**config.mk**
```make
export PLATFORM = sky130hd
export DESIGN_NAME = rf_hazard_unit_flat
export DESIGN_NICKNAME = d
export VERILOG_FILES = /design/src/rtl/rf_hazard_unit_if.sv /design/src/rtl/rf_hazard_unit.sv /design/src/flat_wrapper.sv
export SDC_FILE = /design/constraint.sdc
export NUM_CORES = 1
export LEC_CHECK = 0
export ABC_AREA = 1
export CAP_MARGIN = 20
export CORE_MARGIN = 2
export CORE_UTILIZATION = 46
export CTS_CLUSTER_SIZE = 30
export DETAILED_ROUTE_END_ITERATION = 8
export PLACE_DENSITY = 0.9
export REMOVE_ABC_BUFFERS = 1
export SYNTH_ARGS = -nofsm -noshare
export SYNTH_HDL_FRONTEND = slang
export SYNTH_SLANG_ARGS = --single-unit
```
**constraint.sdc**
```tcl
create_clock -name clk -period 5.4 [get_ports clk]
set_input_delay 0.81 -clock clk [delete_from_list [all_inputs] [get_ports clk]]
set_output_delay 0.81 -clock clk [all_outputs]
set_load 0.005 [all_outputs]
```
**src/rtl/rf_hazard_unit_if.sv**
```systemverilog
// Issue-side bundle between the ID stage and the register-file hazard/bypass unit.
// The ID stage drives requests and operand data; the unit answers with stall, fire and resolved operands.
interface rf_hazard_unit_if #(
  parameter int AW    = 5,
  parameter int DEPTH = 3,
  parameter int NSRC  = 2
);
  logic                  iss_valid;
  logic                  iss_we;
  logic [AW-1:0]         iss_rd;
  logic                  iss_load;
  logic [NSRC-1:0]       src_en;
  logic [NSRC*AW-1:0]    src_addr;
  logic [NSRC*32-1:0]    rf_rdata;
  logic [DEPTH*32-1:0]   stage_wdata;
  logic                  flush;
  logic                  iss_stall;
  logic                  iss_fire;
  logic [NSRC*32-1:0]    src_data;
  logic [DEPTH-1:0]      slot_vld;
  logic [31:0]           stall_cnt;

  modport master (
    output iss_valid, iss_we, iss_rd, iss_load, src_en, src_addr, rf_rdata, stage_wdata, flush,
    input  iss_stall, iss_fire, src_data, slot_vld, stall_cnt
  );

  modport slave (
    input  iss_valid, iss_we, iss_rd, iss_load, src_en, src_addr, rf_rdata, stage_wdata, flush,
    output iss_stall, iss_fire, src_data, slot_vld, stall_cnt
  );
endinterface

```
**src/rtl/rf_hazard_unit.sv**
```systemverilog
// Register-file hazard and bypass unit: tracks in-flight writers (slot 0 = EXE .. DEPTH-1 = WB)
// and either stalls issue or forwards the youngest matching result to each source operand.
module rf_hazard_unit #(
  parameter int AW       = 5,
  parameter int DEPTH    = 3,
  parameter int NSRC     = 2,
  parameter int FWD_EN   = 1,
  parameter int LOAD_RDY = 2
) (
  input  logic              clk,
  input  logic              resetn,
  rf_hazard_unit_if.slave   bus
);

  localparam int unsigned LOAD_RDY_U = LOAD_RDY;

  typedef struct packed {
    logic          vld;
    logic          we;
    logic [AW-1:0] rd;
    logic          load;
  } slot_t;

  slot_t              r_slot [DEPTH];
  logic [31:0]        r_stall_cnt;

  logic               w_any_stall;
  logic               w_stall;
  logic               w_fire;
  logic               w_hit;
  logic               w_hit_load;
  logic               w_hit_early;
  logic [31:0]        w_hit_data;
  logic [NSRC*32-1:0] w_src_data;
  logic [DEPTH-1:0]   w_slot_vld;

  // Slots are scanned oldest to youngest so the youngest match overwrites and wins.
  always_comb begin
    w_any_stall = 1'b0;
    w_src_data  = bus.rf_rdata;
    w_hit       = 1'b0;
    w_hit_load  = 1'b0;
    w_hit_early = 1'b0;
    w_hit_data  = '0;
    for (int unsigned i = 0; i < NSRC; i++) begin
      w_hit       = 1'b0;
      w_hit_load  = 1'b0;
      w_hit_early = 1'b0;
      w_hit_data  = '0;
      for (int unsigned n = DEPTH; n > 0; n--) begin
        if (bus.src_en[i] && (bus.src_addr[i*AW +: AW] != '0) &&
            r_slot[n-1].vld && r_slot[n-1].we &&
            (r_slot[n-1].rd == bus.src_addr[i*AW +: AW])) begin
          w_hit       = 1'b1;
          w_hit_load  = r_slot[n-1].load;
          w_hit_early = ((n - 1) < LOAD_RDY_U);
          w_hit_data  = bus.stage_wdata[(n-1)*32 +: 32];
        end
      end
      if (w_hit) begin
        if ((FWD_EN == 0) || (w_hit_load && w_hit_early)) begin
          w_any_stall = 1'b1;
        end else begin
          w_src_data[i*32 +: 32] = w_hit_data;
        end
      end
    end
  end

  always_comb begin
    w_slot_vld = '0;
    for (int unsigned k = 0; k < DEPTH; k++) begin
      w_slot_vld[k] = r_slot[k].vld;
    end
  end

  assign w_stall       = bus.iss_valid & w_any_stall;
  assign w_fire        = bus.iss_valid & ~w_stall & ~bus.flush;
  assign bus.iss_stall = w_stall;
  assign bus.iss_fire  = w_fire;
  assign bus.src_data  = w_src_data;
  assign bus.slot_vld  = w_slot_vld;
  assign bus.stall_cnt = r_stall_cnt;

  always_ff @(posedge clk or negedge resetn) begin
    if (!resetn) begin
      for (int unsigned k = 0; k < DEPTH; k++) begin
        r_slot[k] <= '0;
      end
      r_stall_cnt <= '0;
    end else begin
      if (bus.flush) begin
        for (int unsigned k = 0; k < DEPTH; k++) begin
          r_slot[k] <= '0;
        end
      end else begin
        r_slot[0] <= w_fire ? '{vld: 1'b1, we: bus.iss_we, rd: bus.iss_rd, load: bus.iss_load}
                            : '0;
        for (int unsigned k = 1; k < DEPTH; k++) begin
          r_slot[k] <= r_slot[k-1];
        end
      end
      if (w_stall && !bus.flush && (r_stall_cnt != '1)) begin
        r_stall_cnt <= r_stall_cnt + 32'd1;
      end
    end
  end

endmodule

```
**src/flat_wrapper.sv**
```systemverilog
// flat-port wrapper written by rule: the top's interface ports become plain ports
module rf_hazard_unit_flat 
#(
  parameter int AW       = 5,
  parameter int DEPTH    = 3,
  parameter int NSRC     = 2,
  parameter int FWD_EN   = 1,
  parameter int LOAD_RDY = 2
)
  (clk, resetn, bus_iss_valid, bus_iss_we, bus_iss_rd, bus_iss_load, bus_src_en, bus_src_addr, bus_rf_rdata, bus_stage_wdata, bus_flush, bus_iss_stall, bus_iss_fire, bus_src_data, bus_slot_vld, bus_stall_cnt);
  rf_hazard_unit_if #(.AW(AW), .DEPTH(DEPTH), .NSRC(NSRC)) bus_i ();
  input  logic clk;
  input  logic resetn;
  input wire logic [$bits(bus_i.iss_valid)-1:0] bus_iss_valid;
  input wire logic [$bits(bus_i.iss_we)-1:0] bus_iss_we;
  input wire logic [$bits(bus_i.iss_rd)-1:0] bus_iss_rd;
  input wire logic [$bits(bus_i.iss_load)-1:0] bus_iss_load;
  input wire logic [$bits(bus_i.src_en)-1:0] bus_src_en;
  input wire logic [$bits(bus_i.src_addr)-1:0] bus_src_addr;
  input wire logic [$bits(bus_i.rf_rdata)-1:0] bus_rf_rdata;
  input wire logic [$bits(bus_i.stage_wdata)-1:0] bus_stage_wdata;
  input wire logic [$bits(bus_i.flush)-1:0] bus_flush;
  output wire logic [$bits(bus_i.iss_stall)-1:0] bus_iss_stall;
  output wire logic [$bits(bus_i.iss_fire)-1:0] bus_iss_fire;
  output wire logic [$bits(bus_i.src_data)-1:0] bus_src_data;
  output wire logic [$bits(bus_i.slot_vld)-1:0] bus_slot_vld;
  output wire logic [$bits(bus_i.stall_cnt)-1:0] bus_stall_cnt;
  assign bus_i.iss_valid = bus_iss_valid;
  assign bus_i.iss_we = bus_iss_we;
  assign bus_i.iss_rd = bus_iss_rd;
  assign bus_i.iss_load = bus_iss_load;
  assign bus_i.src_en = bus_src_en;
  assign bus_i.src_addr = bus_src_addr;
  assign bus_i.rf_rdata = bus_rf_rdata;
  assign bus_i.stage_wdata = bus_stage_wdata;
  assign bus_i.flush = bus_flush;
  assign bus_iss_stall = bus_i.iss_stall;
  assign bus_iss_fire = bus_i.iss_fire;
  assign bus_src_data = bus_i.src_data;
  assign bus_slot_vld = bus_i.slot_vld;
  assign bus_stall_cnt = bus_i.stall_cnt;
  rf_hazard_unit #(.AW(AW), .DEPTH(DEPTH), .NSRC(NSRC), .FWD_EN(FWD_EN), .LOAD_RDY(LOAD_RDY)) u_core (.clk(clk), .resetn(resetn), .bus(bus_i));
endmodule
```
# Word level (Yosys, flattened, before mapping)
# Cells that the tools add are included.
dict set report totals {
  reg_bits 56
  output_inout_bits 101
}
dict set report op_classes {
  n_addsub 1
  eq_ne 7
  muxes 32
  bitwise_logic 5
  reduce_logical 27
}
# op count
set ops {}
lappend ops {{2-to-1 mux 32 bit} 10}
lappend ops {{adder 32 x 1 -> 32 bit, second input constant} 1}
lappend ops {{inequality test 32 bit, second input constant} 1}
lappend ops {{equality test 5 bit} 6}
lappend ops {{logical AND 1 bit} 24}
lappend ops {{2-to-1 mux 24 bit} 1}
lappend ops {{2-to-1 mux 1 bit} 20}
lappend ops {{nonzero test 5 bit} 2}
lappend ops {{2-to-1 mux 8 bit} 1}
lappend ops {{bitwise AND 1 bit} 3}
lappend ops {{NOT 1 bit} 2}
lappend ops {{logical NOT 1 bit} 1}

# Longest topological paths before layout
# Gate-level depths: netlist (run 1).
dict set report depth {
  word_depth 19
  depth_mapped 15
  mapped_depth_nobuf 14
}

# Worst setup path after synthesis (run 1)
# OpenSTA, ideal clock, no wires.
dict set report synth_timing {
  kind {in2out}
  startpoint {input bus_src_addr[4]}
  endpoint {output bus_src_data[10]}
  arrival_ns 2.160
  required_time_ns 4.590
  setup_slack_ns 2.430
  stages 10
  path_cell_list {xor2_1 -> nor3_4 -> and2_1 -> buf_4 -> nor3_4 -> nor2_4 -> buf_6 -> buf_4 -> nor2_1 -> nor2_1}
}
dict set report synth_between {
  elab_chain_len 11
  elab_cells_between_ends 28
  cone_classes {eq/ne (3); mux (13); reduce/logical (12)}
}
# element line
set synth_rtl {}
lappend synth_rtl {{start: declaration} flat_wrapper.sv:19} ;# input wire logic [$bits(bus_i.src_addr)-1:0] bus_src_addr;
lappend synth_rtl {{nonzero test 5 bit} rf_hazard_unit.sv:51} ;# if (bus.src_en[i] && (bus.src_addr[i*AW +: AW] != '0) &&
lappend synth_rtl {{logical AND 1 bit (2 in series)} rf_hazard_unit.sv:51}
lappend synth_rtl {{logical AND 1 bit (2 in series)} rf_hazard_unit.sv:52} ;# r_slot[n-1].vld && r_slot[n-1].we &&
lappend synth_rtl {{2-to-1 mux 1 bit (3 in series)} rf_hazard_unit.sv:51}
lappend synth_rtl {{logical AND 1 bit} rf_hazard_unit.sv:61} ;# if ((FWD_EN == 0) || (w_hit_load && w_hit_early)) begin
lappend synth_rtl {{2-to-1 mux 32 bit} rf_hazard_unit.sv:61}
lappend synth_rtl {{2-to-1 mux 32 bit (*)} rf_hazard_unit.sv:60} ;# if (w_hit) begin
lappend synth_rtl {{end: declaration} flat_wrapper.sv:25} ;# output wire logic [$bits(bus_i.src_data)-1:0] bus_src_data;
# Mark *: on every way between the ends. The rest lies on a longest branch, timed or not.

# Worst setup path after layout (run 1)
dict set report layout_timing {
  startpoint {input bus_src_addr[9]}
  endpoint {output bus_src_data[36]}
}
# The elaborated chain is that of the path after synthesis.

==> impl_metrics.env, run 1 <==
export IMPL_clk_latency_ns=0.30
export IMPL_cp_num_buf_inv=7
export IMPL_path_cells="clkdlybuf4s50_1 > inv_2 > nand2_1 > nand2_1 > nand2_1 > nor2_1 > nand3_2 > buf_4 > nand3_1 > nand2_1 > inv_2 > o21ai_4 > buf_4 > nand2_1 > o21ai_1 > inv_2 > clkdlybuf4s50_1"
export IMPL_port_buffers=283
export IMPL_dp_slack_ns=0.724
export IMPL_synth_edf_count=0
export IMPL_p_leak_nw=4.35
export IMPL_tns_ns=0
export IMPL_fp_dieH_um=119
export IMPL_max_stage_delay_ns=0.60
export IMPL_synth_seq_cells=55
export IMPL_grt_pass1_vias=7247
export IMPL_die_width_um=119
export IMPL_synth_warning_count=0
export IMPL_switchingPower_mw=0.272
export IMPL_arrival_ns=3.90
export IMPL_relSlewSlack_pct=37.7
export IMPL_power_share_combinational_pct=28.0
export IMPL_clkPwrFrac_pct=32.1
export IMPL_grt_use_total_pct=31.6
export IMPL_clkSinkCount=55
export IMPL_post_cts_resized=0
export IMPL_drc=0
export IMPL_nFillCells=1181
export IMPL_dp_hpwl_mm=18.1
export IMPL_rsz0062_at_grt="no"
export IMPL_syn_avg_cell_area_um2=5.66
export IMPL_area_growth_syn_to_layout_pct=49.2
export IMPL_fin_util_pct=69.7
export IMPL_cpLargestDelayFamily="buffers and inverters"
export IMPL_num_nets_final=1507
export IMPL_final_max_slew_violation_count=0
export IMPL_cts_buffer_depth=2
export IMPL_finalClockSkew_ns=0.00820
export IMPL_post_route_period_util_pct=87.3
export IMPL_postSynthCellCount=1079
export IMPL_fmax_ghz=0.212
export IMPL_grt_start_max_net_pins=65
export IMPL_cts_root_buffer="clkbuf_16"
export IMPL_maxCapViolations=0
export IMPL_p_sw_share_pct=25.9
export IMPL_p_int_mw=0.781
export IMPL_power_density_mw_per_mm2=116
export IMPL_dieArea_mm2=0.0142
export IMPL_final_layout_size_suffix_gt1_share_pct=7.25
export IMPL_status="finished, final reports clean"
export IMPL_gp_congestion=1.01
export IMPL_synth_seq_area_share_pct=22.5
export IMPL_ir_worst_vdd_uv=157
export IMPL_cp_start_kind="primary input"
export IMPL_fin_crit_ns=4.71
export IMPL_row_count=42
export IMPL_num_vias=8010
export IMPL_cp_required_ns=4.59
export IMPL_end_kind="primary output"
export IMPL_fin_ws_ns=0.686
export IMPL_grt_first_pass_wirelength_mm=36.8
export IMPL_hold_class="register to register"
export IMPL_numCtsBuffers=5
export IMPL_hold_viol=0
export IMPL_place_inst=1492
export IMPL_synthArstFlopShare_pct=100
export IMPL_crit_type="primary input to primary output"
export IMPL_ant_nets=0
export IMPL_antenna_found_initial=1
export IMPL_syn_area_mm2=0.00611
export IMPL_critPathSlowestCell="clkdlybuf4s50_1"
export IMPL_clkTransAtPathRegs_ns=0.07
export IMPL_postCtsSetupBuffers=0
export IMPL_cts_tree="yes"
export IMPL_overflow=0
export IMPL_ys_flop_type="dfrtp_1"
export IMPL_wirelength_mm=23.7
export IMPL_ctsHoldBuffers=0
export IMPL_critPathMaxFanout=37
export IMPL_h_tree_depth=2
export IMPL_finalSetupViolations=0
export IMPL_instances_no_fill=1501
export IMPL_pin_count=284
export IMPL_dr_pass1_iters=6
export IMPL_core_mm2=0.0131
export IMPL_avgViaCountPerCell=5.34
export IMPL_pwr_share_seq_pct=39.9
export IMPL_drt_iter0_markers=740
export IMPL_worst_slew_pin_slew_ns=0.931
export IMPL_ys_types=36
export IMPL_wl_per_cell_um=15.8
export IMPL_cp_common_cell="nand2_1"
export IMPL_start_util_pct=46.7
[state kept, by name, summed over array words and instances (netlist names)]
register	cells
u_core.bus.slot_vld	3
u_core.bus.stall_cnt	32
u_core.r_slot	20
[power by group through the flow]
stage	Combinational, mW	Clock [mW]	Sequential, mW
after floorplan	0.0676	0	0.428
after global placement	0.290	0	0.429
after detailed placement	0.292	0	0.429
after CTS	0.294	0.342	0.420
after global routing	0.318	0.360	0.421
final	0.295	0.338	0.421
[final timing paths]
path | startpoint | to | slack [ns] | cells past startpoint
worst min-delay path | u_core.r_slot[14] | u_core.r_slot[6] | 0.49 | 2
min in group asynchronous | resetn | u_core.bus.stall_cnt[10] | 0.62 | 2
worst max register to register | u_core.r_slot[21] | u_core.bus.stall_cnt[21] | 2.87 | 13
worst max-delay path | bus_src_addr[9] | bus_src_data[36] | 0.69 | 17
worst min register to register | u_core.r_slot[14] | u_core.r_slot[6] | 0.49 | 2
max in group asynchronous | resetn | u_core.r_slot[8] | 4.31 | 2
[metal layers]
layer / vias to the layer above / GRT usage (%) / share of wire, %
met2: 427 / 56.5 / 49
li1: 3911 / - / -
met5: - / 0 / 0
met1: 3594 / 38.3 / 39
met4: 0 / 11.5 / 4.0
met3: 78 / 4.89 / 7.7
[logic make-up after synthesis]
logic type / count (synthesis) / share of synthesized area, %
DFF: 55 / 22.5
xor gates and xnor gates: 36 / 5.16
buffers and inverters: 192 / 13.5
and+or+nand+nor: 703 / 51.0
AOI/OAI and AO/OA: 92 / 7.68
adders and majority gates: 1 / 0.205
[through the flow]
stage / hold slack, ns / instance area (um^2) / total power [mW]
after floorplan: 0.458 / 5770 / 0.495
after global placement: 0.464 / 8960 / 0.718
after detailed placement: 0.473 / 8960 / 0.721
after CTS: 0.493 / 9110 / 1.06
after global routing: 0.514 / 9110 / 1.10
final: 0.490 / 9110 / 1.05
[cells in the final DEF (no fill, tap or decap), types with 2 or more instances in the layout]
| cell type | count |
|---|---|
| o22ai_1 | 2 |
| or2_0 | 10 |
| or2_2 | 19 |
| nand3_1 | 132 |
| nand4_1 | 44 |
| clkdlybuf4s50_1 | 282 |
| nor3_1 | 15 |
| nor4_1 | 4 |
| o21ai_1 | 35 |
| inv_1 | 90 |
| nor3_4 | 2 |
| clkbuf_16 | 5 |
| nor2_2 | 2 |
| buf_4 | 17 |
| nand3_2 | 3 |
| xnor2_1 | 13 |
| inv_2 | 37 |
| dfrtp_1 | 55 |
| nand3b_1 | 2 |
| nand2_1 | 335 |
| nor2_4 | 4 |
| a21oi_1 | 18 |
| o21ai_0 | 35 |
| nor2_1 | 127 |
| xor2_1 | 23 |
[worst min-delay path, cell delays in order (launching register included)]
cell and delay, ns:
dfrtp_1 0.38, inv_1 0.05, nor2_1 0.03
[synth_stat cells (19+ instances only)]
master | n | share of area (%)
nor2_1 | 128 | 7.9
clkbuf_1 | 36 | 2.2
xor2_1 | 23 | 3.3
nand4_1 | 44 | 4.5
o21ai_1 | 35 | 2.9
inv_2 | 37 | 2.3
dfrtp_1 | 55 | 23
or2_2 | 19 | 1.9
nand3_1 | 132 | 11
o21ai_0 | 35 | 2.9
inv_1 | 90 | 5.5
nand2_1 | 335 | 21
[cell type report]
cell class	instances	area, um^2	area share, %
Antenna cell	1	2.50	0.0275
Clock buffer	5	125	1.37
Clock inverter	3	27.5	0.302
Inverter	129	487	5.34
Multi-Input combinational cell	832	3920	43.0
Sequential cell	55	1380	15.1
Tap cell	176	220	2.42
Timing Repair Buffer	300	2960	32.4
Note: power is estimated with default switching activity, not from simulation.
==> run 2, diff against run 1 <==
- CAP_MARGIN: 20 -> unset
==> results of run 2 <==
The final DEF is identical to that of run 1; final timing and power are the same.
